===== src/rtl/temporal_pkg.sv =====
// Shared types for the temporal (race-logic) encoder and downstream gamma-cycle stages.
package temporal_pkg;

    // Widest edge-time field a slot can carry; supports gamma cycles up to 256 clocks.
    localparam int unsigned SlotValW = 8;

    typedef enum logic [1:0] {
        ENC_IDLE,
        ENC_WAIT,
        ENC_FIRE,
        ENC_DONE
    } enc_state_t;

    typedef struct packed {
        logic                valid;
        logic                inf;
        logic [SlotValW-1:0] value;
    } slot_t;

endpackage


===== src/rtl/temporal_encoder_if.sv =====
// Valid/ready input channel carrying one edge time (or infinity) per transfer.
interface temporal_encoder_if #(
    parameter int unsigned GAMMA_CYCLE_WIDTH = 16
);
    localparam int unsigned ValW = $clog2(GAMMA_CYCLE_WIDTH);

    logic            in_valid;
    logic            in_ready;
    logic [ValW-1:0] in_value;
    logic            in_inf;

    modport master (
        output in_valid,
        output in_value,
        output in_inf,
        input  in_ready
    );

    modport slave (
        input  in_valid,
        input  in_value,
        input  in_inf,
        output in_ready
    );

endinterface


===== src/rtl/gamma_counter.sv =====
// Free-running gamma-cycle counter with a registered start flag; reusable by decode stages.
module gamma_counter #(
    parameter  int unsigned GAMMA_CYCLE_WIDTH = 16,
    localparam int unsigned ValW              = $clog2(GAMMA_CYCLE_WIDTH)
) (
    input  logic            clk,
    input  logic            rst,
    output logic [ValW-1:0] cnt_o,
    output logic [ValW-1:0] cnt_next_o,
    output logic            start_o,
    output logic            last_o
);

    logic [ValW-1:0] cnt_q, cnt_d;
    logic            start_q;

    // Power-of-two period: natural overflow is the wrap.
    assign cnt_d = cnt_q + ValW'(1);

    always_ff @(posedge clk or posedge rst) begin
        if (rst) begin
            cnt_q   <= '0;
            start_q <= 1'b1;
        end else begin
            cnt_q   <= cnt_d;
            start_q <= (cnt_d == '0);
        end
    end

    assign cnt_o      = cnt_q;
    assign cnt_next_o = cnt_d;
    assign start_o    = start_q;
    assign last_o     = &cnt_q;

endmodule


===== src/rtl/temporal_encoder.sv =====
// Binary-to-temporal encoder: one rising edge per gamma cycle at the accepted edge time.
// Define TEMPORAL_PULSE_MODE_EN for fixed-length pulses instead of level-held edges.
module temporal_encoder
    import temporal_pkg::*;
#(
    parameter  int unsigned GAMMA_CYCLE_WIDTH = 16,
    parameter  int unsigned PULSE_WIDTH       = 8,
    localparam int unsigned ValW              = $clog2(GAMMA_CYCLE_WIDTH)
) (
    input  logic                     clk,
    input  logic                     rst,
    temporal_encoder_if.slave        in_if,
    output logic [ValW-1:0]          gamma_cnt,
    output logic                     gamma_start,
    output logic                     out
);

    if (GAMMA_CYCLE_WIDTH < 4 || (GAMMA_CYCLE_WIDTH & (GAMMA_CYCLE_WIDTH - 1)) != 0) begin : g_chk_gw
        $error("GAMMA_CYCLE_WIDTH must be a power of two >= 4");
    end
    if (PULSE_WIDTH < 1 || PULSE_WIDTH > GAMMA_CYCLE_WIDTH) begin : g_chk_pw
        $error("PULSE_WIDTH must be in 1..GAMMA_CYCLE_WIDTH");
    end
    if (ValW > SlotValW) begin : g_chk_slot
        $error("GAMMA_CYCLE_WIDTH too large for slot value field");
    end

    logic [ValW-1:0]     cnt_next;
    logic                cnt_last;
    logic [SlotValW-1:0] cnt_next_ext;

    gamma_counter #(
        .GAMMA_CYCLE_WIDTH(GAMMA_CYCLE_WIDTH)
    ) u_gamma_counter (
        .clk       (clk),
        .rst       (rst),
        .cnt_o     (gamma_cnt),
        .cnt_next_o(cnt_next),
        .start_o   (gamma_start),
        .last_o    (cnt_last)
    );

    assign cnt_next_ext = SlotValW'(cnt_next);

    // Slot handling

    slot_t pend_q, pend_d;
    slot_t act_q, act_d;
    slot_t in_slot;
    logic  hs;

    assign in_if.in_ready = ~pend_q.valid;
    assign hs             = in_if.in_valid & ~pend_q.valid;

    always_comb begin
        in_slot       = '0;
        in_slot.valid = 1'b1;
        in_slot.inf   = in_if.in_inf;
        in_slot.value = SlotValW'(in_if.in_value);
    end

    always_comb begin
        pend_d = pend_q;
        act_d  = act_q;
        if (cnt_last) begin
            // A boundary handshake only happens with pending empty, so it bypasses straight in.
            if (pend_q.valid) begin
                act_d = pend_q;
            end else if (hs) begin
                act_d = in_slot;
            end else begin
                act_d = '0;
            end
            pend_d = '0;
        end else if (hs) begin
            pend_d = in_slot;
        end
    end

    always_ff @(posedge clk or posedge rst) begin
        if (rst) begin
            pend_q <= '0;
            act_q  <= '0;
        end else begin
            pend_q <= pend_d;
            act_q  <= act_d;
        end
    end

    // Output FSM: evaluated on next count/active so out lines up with gamma_cnt.

    enc_state_t state_q;
    logic       out_q;

    always_ff @(posedge clk or posedge rst) begin
        if (rst) begin
            state_q <= ENC_IDLE;
            out_q   <= 1'b0;
        end else if (cnt_next == '0) begin
            if (!act_d.valid || act_d.inf) begin
                state_q <= ENC_IDLE;
                out_q   <= 1'b0;
            end else if (act_d.value == '0) begin
                state_q <= ENC_FIRE;
                out_q   <= 1'b1;
            end else begin
                state_q <= ENC_WAIT;
                out_q   <= 1'b0;
            end
        end else begin
            unique case (state_q)
                ENC_WAIT: begin
                    if (cnt_next_ext >= act_d.value) begin
                        state_q <= ENC_FIRE;
                        out_q   <= 1'b1;
                    end
                end
                ENC_FIRE: begin
`ifdef TEMPORAL_PULSE_MODE_EN
                    // Clipping at the boundary falls out of the wrap re-entry above.
                    if (32'(cnt_next_ext) - 32'(act_d.value) >= PULSE_WIDTH) begin
                        state_q <= ENC_DONE;
                        out_q   <= 1'b0;
                    end
`endif
                end
                default: begin
                end
            endcase
        end
    end

    assign out = out_q;

endmodule


===== src/flat_wrapper.sv =====
// flat-port wrapper written by rule: the top's interface ports become plain ports
module temporal_encoder_flat import temporal_pkg::*;
#(
    parameter  int unsigned GAMMA_CYCLE_WIDTH = 16,
    parameter  int unsigned PULSE_WIDTH       = 8,
    localparam int unsigned ValW              = $clog2(GAMMA_CYCLE_WIDTH)
)
  (clk, rst, gamma_cnt, gamma_start, out, in_if_in_valid, in_if_in_value, in_if_in_inf, in_if_in_ready);
  temporal_encoder_if #(.GAMMA_CYCLE_WIDTH(GAMMA_CYCLE_WIDTH)) in_if_i ();
  input  logic clk;
  input  logic rst;
  output logic [ValW-1:0] gamma_cnt;
  output logic gamma_start;
  output logic out;
  input wire logic [$bits(in_if_i.in_valid)-1:0] in_if_in_valid;
  input wire logic [$bits(in_if_i.in_value)-1:0] in_if_in_value;
  input wire logic [$bits(in_if_i.in_inf)-1:0] in_if_in_inf;
  output wire logic [$bits(in_if_i.in_ready)-1:0] in_if_in_ready;
  assign in_if_i.in_valid = in_if_in_valid;
  assign in_if_i.in_value = in_if_in_value;
  assign in_if_i.in_inf = in_if_in_inf;
  assign in_if_in_ready = in_if_i.in_ready;
  temporal_encoder #(.GAMMA_CYCLE_WIDTH(GAMMA_CYCLE_WIDTH), .PULSE_WIDTH(PULSE_WIDTH)) u_core (.clk(clk), .rst(rst), .in_if(in_if_i), .gamma_cnt(gamma_cnt), .gamma_start(gamma_start), .out(out));
endmodule

===== config.mk =====
export PLATFORM = sky130hd
export DESIGN_NAME = temporal_encoder_flat
export DESIGN_NICKNAME = d
export VERILOG_FILES = /design/src/rtl/temporal_pkg.sv /design/src/rtl/temporal_encoder_if.sv /design/src/rtl/gamma_counter.sv /design/src/rtl/temporal_encoder.sv /design/src/flat_wrapper.sv
export SDC_FILE = /design/constraint.sdc
export NUM_CORES = 1
export LEC_CHECK = 0
export BUFFER_PORTS_ARGS = -buffer_cell sky130_fd_sc_hd__clkbuf_2
export CAP_MARGIN = 20
export CORE_ASPECT_RATIO = 1.5
export CORE_UTILIZATION = 25
export CTS_CLUSTER_DIAMETER = 60
export DETAILED_ROUTE_END_ITERATION = 8
export SLEW_MARGIN = 10
export SYNTH_ARGS = -nofsm -noshare
export SYNTH_HDL_FRONTEND = slang
export SYNTH_SLANG_ARGS = --single-unit

===== constraint.sdc =====
create_clock -name clk -period 2.4 [get_ports clk]
set_input_delay 0.24 -clock clk [delete_from_list [all_inputs] [get_ports clk]]
set_output_delay 0.24 -clock clk [all_outputs]
set_load 0.05 [all_outputs]

Yosys cells after proc, flatten, opt, wreduce, memory -nomap -nowiden
Index checks and enable logic that the tools add are counted.
{"block": "op_classes", "addsub": 1, "order_cmp": 1, "n_eq_ne": 1, "mux": 15, "n_bitwise": 2, "n_reduce_logical": 9}
{"operator": "10-bit 2-to-1 mux", "count": 5}
{"operator": "2-bit 2-to-1 mux", "count": 5}
{"operator": "4-bit by 8-bit >= comparator with 1-bit output", "count": 1}
{"operator": "8-bit logical NOT", "count": 1}
{"operator": "2-bit nonzero test", "count": 3}
{"operator": "1-bit 2-to-1 mux", "count": 5}
{"operator": "4-bit by 1-bit adder with 4-bit output (second input constant)", "count": 1}
{"operator": "4-bit logical NOT", "count": 1}
{"operator": "4-bit AND reduction", "count": 1}
{"operator": "2-bit by 1-bit equality test with 1-bit output (second input constant)", "count": 1}
{"operator": "2-bit AND reduction", "count": 1}
{"operator": "1-bit bitwise AND", "count": 1}
{"operator": "1-bit logical NOT", "count": 1}
{"operator": "1-bit logical OR", "count": 1}
{"operator": "1-bit NOT", "count": 1}
{"block": "totals", "ff_bits": 28, "inputBits": 8, "elab_cells": 39}

Depth between registers and ports, before layout
Gate-level depths: netlist (run 1).
{"block": "logic_depth", "word_depth": 9, "mapped_depth": 10, "ltp_nobuf": 9}

Hierarchy
From an unflattened synthesis (run 1), not the netlist that was laid out.
{"block": "unflattened", "cells_unflattened": 102, "area_unflattened_um2": 1069.8}
{"mod": "temporal_encoder", "n_inst": 1, "cells_per_inst": 86, "area_per_inst_um2": 872.1, "seq_area_each_um2": 450.4}
{"mod": "gamma_counter", "n_inst": 1, "cells_per_inst": 16, "area_per_inst_um2": 197.7, "seq_area_each_um2": 126.4}

Least setup slack after synthesis (run 1)
OpenSTA, ideal clock, no wires.
{"block": "synth_timing", "path_kind": "register to register", "start": "register u_core.u_gamma_counter.cnt_q[0], in the netlist u_core.u_gamma_counter.cnt_o[0]", "end": "register u_core.out_q, in the netlist u_core.out", "setup_ns": 0.126, "arrival_time_ns": 2.594, "slack_ns": -0.319, "stages_incl_launch_ff": 11, "path_buffers": 1, "period_less_slack_ns": 2.719, "path_cell_list": "dfrtp_1 > ha_1 > and3_1 > buf_6 > nor2_1 > a31oi_1 > ha_1 > nand2b_4 > a2111oi_4 > nor3b_1 > o311a_1"}
{"element": "from (decl)", "line": "gamma_counter.sv:14", "text": "logic [ValW-1:0] cnt_q, cnt_d;"}
{"element": "from (signal assigned)", "line": "gamma_counter.sv:25", "text": "cnt_q <= cnt_d;"}
{"element": "to (signal assigned)", "line": "temporal_encoder.sv:98", "text": "out_q <= 1'b0;"}
{"element": "to (signal assigned)", "line": "temporal_encoder.sv:102", "text": "out_q <= 1'b0;"}
{"element": "to (signal assigned)", "line": "temporal_encoder.sv:105", "text": "out_q <= 1'b1;"}
{"element": "to (decl)", "line": "temporal_encoder.sv:93", "text": "logic out_q;"}

==> results of run 1 <==
## repair_timing
item,CTS,global route
endpoints found under the setup margin,0,2
gates resized for setup,0,1
setup buffers,0,2
## logic make-up after synthesis
logic type	Yosys count	share of synthesized area (%)
compound gates	26	17.4
buf+inv	11	5.04
flops	23	51.7
xor+xnor	2	1.57
fa+ha+maj	5	5.61
simple gates	38	18.7
## final cells by class
type / instances / area [um^2] / area share [%]
timing repair buffer: 21 / 123 / 9.14
clock buffer: 3 / 41.3 / 3.08
tap: 46 / 57.6 / 4.29
inverter: 7 / 26.3 / 1.96
sequential: 23 / 582 / 43.4
clock inverter: 1 / 5.00 / 0.373
multi-input combinational: 71 / 507 / 37.8
## routing by layer
metal	track usage, %	vias to the layer above
li1	-	411
met1	12.7	418
met2	16.5	26
met3	2.48	15
met4	7.32	0
met5	0	-
## report_power, final
group / internal (mW) / switching [mW] / total (mW)
sequential: 0.411 / 0.0164 / 0.427
combinational: 0.0506 / 0.0734 / 0.124
clock: 0.116 / 0.126 / 0.242
total: 0.578 / 0.216 / 0.793
## sequential cells by signal (all words and copies together) (netlist names)
name,count
u_core.pend_q,6
u_core.out,1
u_core.u_gamma_counter.cnt_o,4
u_core.u_gamma_counter.start_o,1
u_core.state_q,1
u_core.act_q,10
## path summary, 6_finish.rpt
kind / from / endpoint / slack (ns) / depth (start not counted)
worst max-delay path: u_core.u_gamma_counter.cnt_o[1] / u_core.out / 0.13 / 9
worst min-delay path: rst / u_core.pend_q[0] / 0.13 / 2
worst max register to register: u_core.u_gamma_counter.cnt_o[1] / u_core.out / 0.13 / 9
worst min register to register: u_core.act_q[9] / u_core.act_q[9] / 0.48 / 1
max in group asynchronous: rst / u_core.u_gamma_counter.cnt_o[1] / 1.67 / 2
min in group clk: in_if_in_inf / u_core.pend_q[8] / 0.20 / 3
## cell usage in the layout (no fill, tap or decap), types with 2 or more instances in the layout
cell type   n
nor4_1      3
ha_1        4
nor2_1      4
dfrtp_2     4
and2_1      4
nand3_1     4
dfrtp_1    18
a22oi_1     4
inv_1       6
clkbuf_2   14
a21oi_1     7
nand2_1    15
clkbuf_8    3
o21ai_0     2
buf_4       7
o21a_1      3
## cells in the mapped netlist, types with 3 or more instances
cell type  count
a21oi_1        7
a22oi_1        4
and2_1         4
dfrtp_1       22
ha_1           5
inv_1          6
nand2_1       15
nand3_1        4
nor2_1         4
nor4_1         3
o21a_1         3
## per-stage QoR
stage          setup slack (ns)  cells  hold WS, ns
3_3_place_gp             0.0871    166        0.438
2_1_floorplan          -0.00880    105        0.241
4_1_cts                  0.0152    170        0.170
6_report                  0.127    172        0.132
5_1_grt                 0.00389    172        0.204
3_5_place_dp             0.0277    166        0.448
==> key figures, run 1 <==
Synth
  – Seq/Total Area, Yosys: 51.7%
  – Register bit total from synthesis: 23
  – Syn Nets: 118
  – Top cell type's share of synthesized area: 49.3%
  – Distinct cells, synth: 36
  – Area leader, netlist: dfrtp_1
  – Post-synth ARST share: 100%
  – Synth top area cells: dfrtp_1 (49%), ha_1 (5.6%), nand2_1 (5.0%), a21oi_1 (3.1%), a22oi_1 (2.7%)
  – EDFF count, synth: 0
  – Dominant synthesized flop cell: dfrtp_1
  – Synth Instances: 105
  – Avg Cell Area, Syn: 10.6 um^2
  – Yosys warning total: 0
  – Post-Syn Area: 1120 um^2

Finish
  – Number of inserted diodes: 0
  – Finished Cell Area: 1340 um^2
  – Fin util: 31.6%
  – Share of layout cells above drive strength 1: 31.0%
  – Number of fill cells: 438
  – NumNets Final: 140
  – Layout area overhead: 20.2%

Place
  – DP HPWL: 1790 um
  – Placed cell area: 1270 um^2
  – Port Buffer Count: 14
  – RD Place Congestion: 0.799

Die
  – DIE HEIGHT: 83.8 um
  – Chip width: 56.6 um
  – Initial Utilization: 26.3%
  – FP Rows: 29
  – Core area: 4250 um^2
  – Num ports: 15
  – DIE AREA: 4740 um^2

Critical path
  – Crit path required time: 2.56 ns
  – Startpoint types: flop
  – Cell family with most CP delay: compound AO/OA/AOI/OAI gates
  – CP max FO: 6
  – Critical path arrival: 2.43 ns
  – Critical Path, Cell by Cell: ha_4 > and3_4 > nor2_1 > a31oi_2 > ha_1 > nand2b_4 > a2111oi_4 > nor3b_1 > o311a_1
  – Slowest stage delay, CP: 0.42 ns
  – Element type at the critical path end: flop
  – CP max-delay cell: dfrtp_2
  – CP Buf/Inv Count: 0
  – WS Path Type: flop to flop

Timing
  – Worst Skew: 0.00343 ns
  – RSZ-0062 raised after global routing: false
  – Peak Freq: 440 MHz
  – Fin crit period: 2.27 ns
  – # setup viols final: 0
  – Setup tns final: 0 ns
  – Max-Slew Margin vs Limit: 41.2%
  – Tightest Pin Transition: 0.881 ns
  – Hold Fails Final Rpt: 0
  – Tcrit/Tclk final: 94.7%
  – Final Max Tran Viols: 0

Global routing
  – Vias in the first global route: 925
  – First-pass GRT wire length: 4000 um
  – Initial antenna violation count: 0
  – Largest net degree at the start of global routing: 24
  – Total global routing overflow: 0
  – Gr usage total: 10.6%

Drt
  – First-iteration detailed-routing DRC count: 38
  – Met3 wire len: 127 um
  – DR vias: 870
  – Vias per inst: 5.06
  – Met1 wire length: 1010 um
  – DRT Pass-1 Iters: 4
  – Remaining antenna violation count after routing: 0
  – WL/cell: 13.6 um
  – Routed met2 length: 1070 um
  – Final WL: 2340 um
  – Top Layer Used: met4
  – DRC errors left: 0

CTS
  – TritonCTS Buffers: 3
  – Clock H-tree levels: 1
  – Clk slew on worst S/H paths: 0.08 ns
  – Root buffer cell: clkbuf_8
  – CTS sink count: 23
  – TritonCTS clock tree: yes
  – Worst skew pair latency: 0.27 ns
  – Post-CTS Hold Fix Bufs: 0
  – Max clock buf depth: 2

Run
  – Number of max-cap violations: 0

Pwr
  – P_leak: 0.630 nW
  – Pwr Total: 0.793 mW
  – Max VDD drop: 0.317 mV
  – PD cells: 592 nW/um^2

Min path
  – Hold Path Class: input port to async pin

Status
  – Status: completed
Note: power is estimated with default switching activity, not from simulation.
==> run 2, diff against run 1 <==
Settings changed: HOLD_SLACK_MARGIN set to 0.08, PLACE_DENSITY set to 0.44.
==> run 2 against run 1 <==
- utilization shrank 0.18 points
- worst hold slack gained 0.0076 ns
- combinational power is essentially flat
- maximum frequency is essentially flat
- non-clock buffer count shrank 2
- via count shrank 4.6%
- register-to-register slack is essentially flat
- design area shrank 0.56%
- power shrank 1.1%
- critical endpoint unchanged
==> key figures, run 2 (synthesized netlist as in run 1, its figures left out) <==
Place
  – RD Place Congestion: 0.802 (+0.36%)
  – DP Worst Slack: 0.0499 ns (+0.0221 ns)
  – DP HPWL: 1790 um (about the same)
  – Port Buffer Count: 14 (unchanged)

Die
  – Core area: 4250 um^2 (unchanged)
  – DIE AREA: 4740 um^2 (unchanged)
  – Num ports: 15 (unchanged)
  – Initial Utilization: 26.3% (unchanged)
  – DIE HEIGHT: 83.8 um (unchanged)
  – Chip width: 56.6 um (unchanged)
  – FP Rows: 29 (unchanged)

Min path
  – Hold Path Class: input port to async pin

Pwr
  – PD cells: 588 nW/um^2 (-0.55%)
  – Clock network power share: 29.9% (-0.6 points)
  – P_leak: 0.619 nW (-1.7%)
  – Combinational power share: 15.8% (+0.2 points)
  – Sequential share of power: 54.3% (+0.4 points)
  – Int Pwr: 0.580 mW (+0.44%)
  – Max VDD drop: 0.245 mV (-23%)
  – Switching Share: 26.1% (-1.1 points)
  – NetSw: 0.204 mW (-5.3%)

Drt
  – DR vias: 830 (-4.6%)
  – DRT Pass-1 Iters: 4 (unchanged)
  – First-iteration detailed-routing DRC count: 28 (-26%)
  – Vias per inst: 4.88 (-3.5%)
  – Routed met2 length: 1080 um (+0.37%)
  – Final WL: 2300 um (-1.4%)
  – Top Layer Used: met4
  – Met1 wire length: 1070 um (+6.4%)
  – Remaining antenna violation count after routing: 0 (unchanged)
  – WL/cell: 13.6 um (-0.25%)
  – DRC errors left: 0 (unchanged)
  – Met3 wire len: 108 um (-15%)

Timing
  – Final Max Tran Viols: 0 (unchanged)
  – Worst Skew: 0.00657 ns (+0.00314 ns)
  – Setup tns final: 0 ns (unchanged)
  – Max-Slew Margin vs Limit: 41.2% (about the same)
  – Setup slack after layout: 0.129 ns (+0.00205 ns)
  – RSZ-0062 raised after global routing: false
  – Tcrit/Tclk final: 94.6% (about the same)
  – # setup viols final: 0 (unchanged)
  – Hold Fails Final Rpt: 0 (unchanged)
  – Peak Freq: 440 MHz (about the same)
  – Fin crit period: 2.27 ns (-0.00205 ns)
  – Tightest Pin Transition: 0.881 ns (+0.000120 ns)

Critical path
  – Crit path required time: 2.54 ns (-0.02 ns)
  – Element type at the critical path end: flop
  – Worst r2r path cells: 9 (unchanged)
  – WS Path Type: flop to flop
  – Critical path arrival: 2.41 ns (-0.02 ns)
  – CP max FO: 5 (-1)
  – Startpoint types: flop

Finish
  – Most frequent cells in the layout: dfrtp_1 (18), nand2_1 (15), clkbuf_2 (14), a21oi_1 (7), inv_1 (6)
  – Fin util: 31.4% (-0.18 points)
  – Most common cell after layout, fill and taps aside: dfrtp_1
  – Layout area overhead: 19.5%
  – Number of inserted diodes: 0 (unchanged)
  – NumNets Final: 138 (-1.4%)
  – Top reg by flops: u_core.act_q
  – Largest register FFs: 10 (unchanged)
  – Share of layout cells above drive strength 1: 30.6% (-0.31 points)
  – Number of fill cells: 446 (+1.8%)

Global routing
  – Total global routing overflow: 0 (unchanged)
  – Vias in the first global route: 839 (-9.3%)
  – Initial antenna violation count: 0 (unchanged)
  – Gr usage total: 10.8% (+0.21 points)
  – First-pass GRT wire length: 3990 um (-0.18%)
  – Largest net degree at the start of global routing: 24 (unchanged)

CTS
  – Clk slew on worst S/H paths: 0.08 ns (about the same)
  – CTS sink count: 23 (unchanged)
  – Max clock buf depth: 2 (unchanged)
  – Worst skew pair latency: 0.26 ns (about the same)
  – TritonCTS clock tree: yes
  – TritonCTS Buffers: 3 (unchanged)
  – Root buffer cell: clkbuf_8
  – Post-CTS Hold Fix Bufs: 0 (unchanged)
  – Clock H-tree levels: 1 (unchanged)

Run
  – Number of max-cap violations: 0 (unchanged)

Status
  – Status: completed
[run 2: power groups by stage]
stage	Clock [mW]	Combinational (mW)	Sequential (mW)
4_1_cts	0.248	0.123	0.427
6_report	0.235	0.124	0.426
3_5_place_dp	0	0.122	0.435
2_1_floorplan	0	0.0802	0.444
5_1_grt	0.263	0.138	0.430
3_3_place_gp	0	0.121	0.433
[run 2: worst paths after layout]
path | slack (ns) | from | to
worst max-delay path | 0.13 | u_core.u_gamma_counter.cnt_o[1] | u_core.out
worst min-delay path | 0.14 | rst | u_core.pend_q[2]
worst max register to register | 0.13 | u_core.u_gamma_counter.cnt_o[1] | u_core.out
worst min register to register | 0.48 | u_core.act_q[9] | u_core.act_q[9]
max in group asynchronous | 1.67 | rst | u_core.u_gamma_counter.cnt_o[1]
min in group clk | 0.22 | in_if_in_inf | u_core.pend_q[8]
[run 2: timing repair]
| item | 4_1_cts | 5_1_grt |
|---|---|---|
| endpoints found under the setup margin | 0 | 2 |
| buffers inserted | 0 | 1 |
| resized for setup | 0 | 4 |
[run 2: area by class of cell]
class / count / area, um^2 / area share [%]
tap: 46 / 57.6 / 4.32
multi-input combinational: 71 / 515 / 38.6
inverter: 7 / 26.3 / 1.97
timing repair buffer: 19 / 108 / 8.07
sequential: 23 / 582 / 43.6
clock buffer: 4 / 45.0 / 3.38
[run 2: per-layer routing]
metal	vias to the layer above	GRT usage [%]
li1	409	-
met2	23	16.8
met5	-	0
met1	392	13.9
met4	0	5.76
met3	6	2.33
[run 2: critical path, cell delays in order, from the launching register on]
cell	delay (ns)
dfrtp_2	0.45
ha_4	0.19
and3_4	0.19
nor2_1	0.14
a31oi_2	0.07
ha_1	0.30
nand2b_4	0.15
a2111oi_4	0.30
nor3b_1	0.09
o311a_1	0.28
[run 2: stage by stage]
| stage | instance area, um^2 | std cells | total power, mW | hold slack (ns) |
|---|---|---|---|---|
| finish | 1330 | 170 | 0.785 | 0.139 |
| detailed placement | 1270 | 165 | 0.557 | 0.459 |
| CTS | 1310 | 169 | 0.797 | 0.185 |
| floorplan | 1150 | 105 | 0.524 | 0.241 |
| global route | 1330 | 170 | 0.831 | 0.216 |
| global placement | 1270 | 165 | 0.554 | 0.458 |
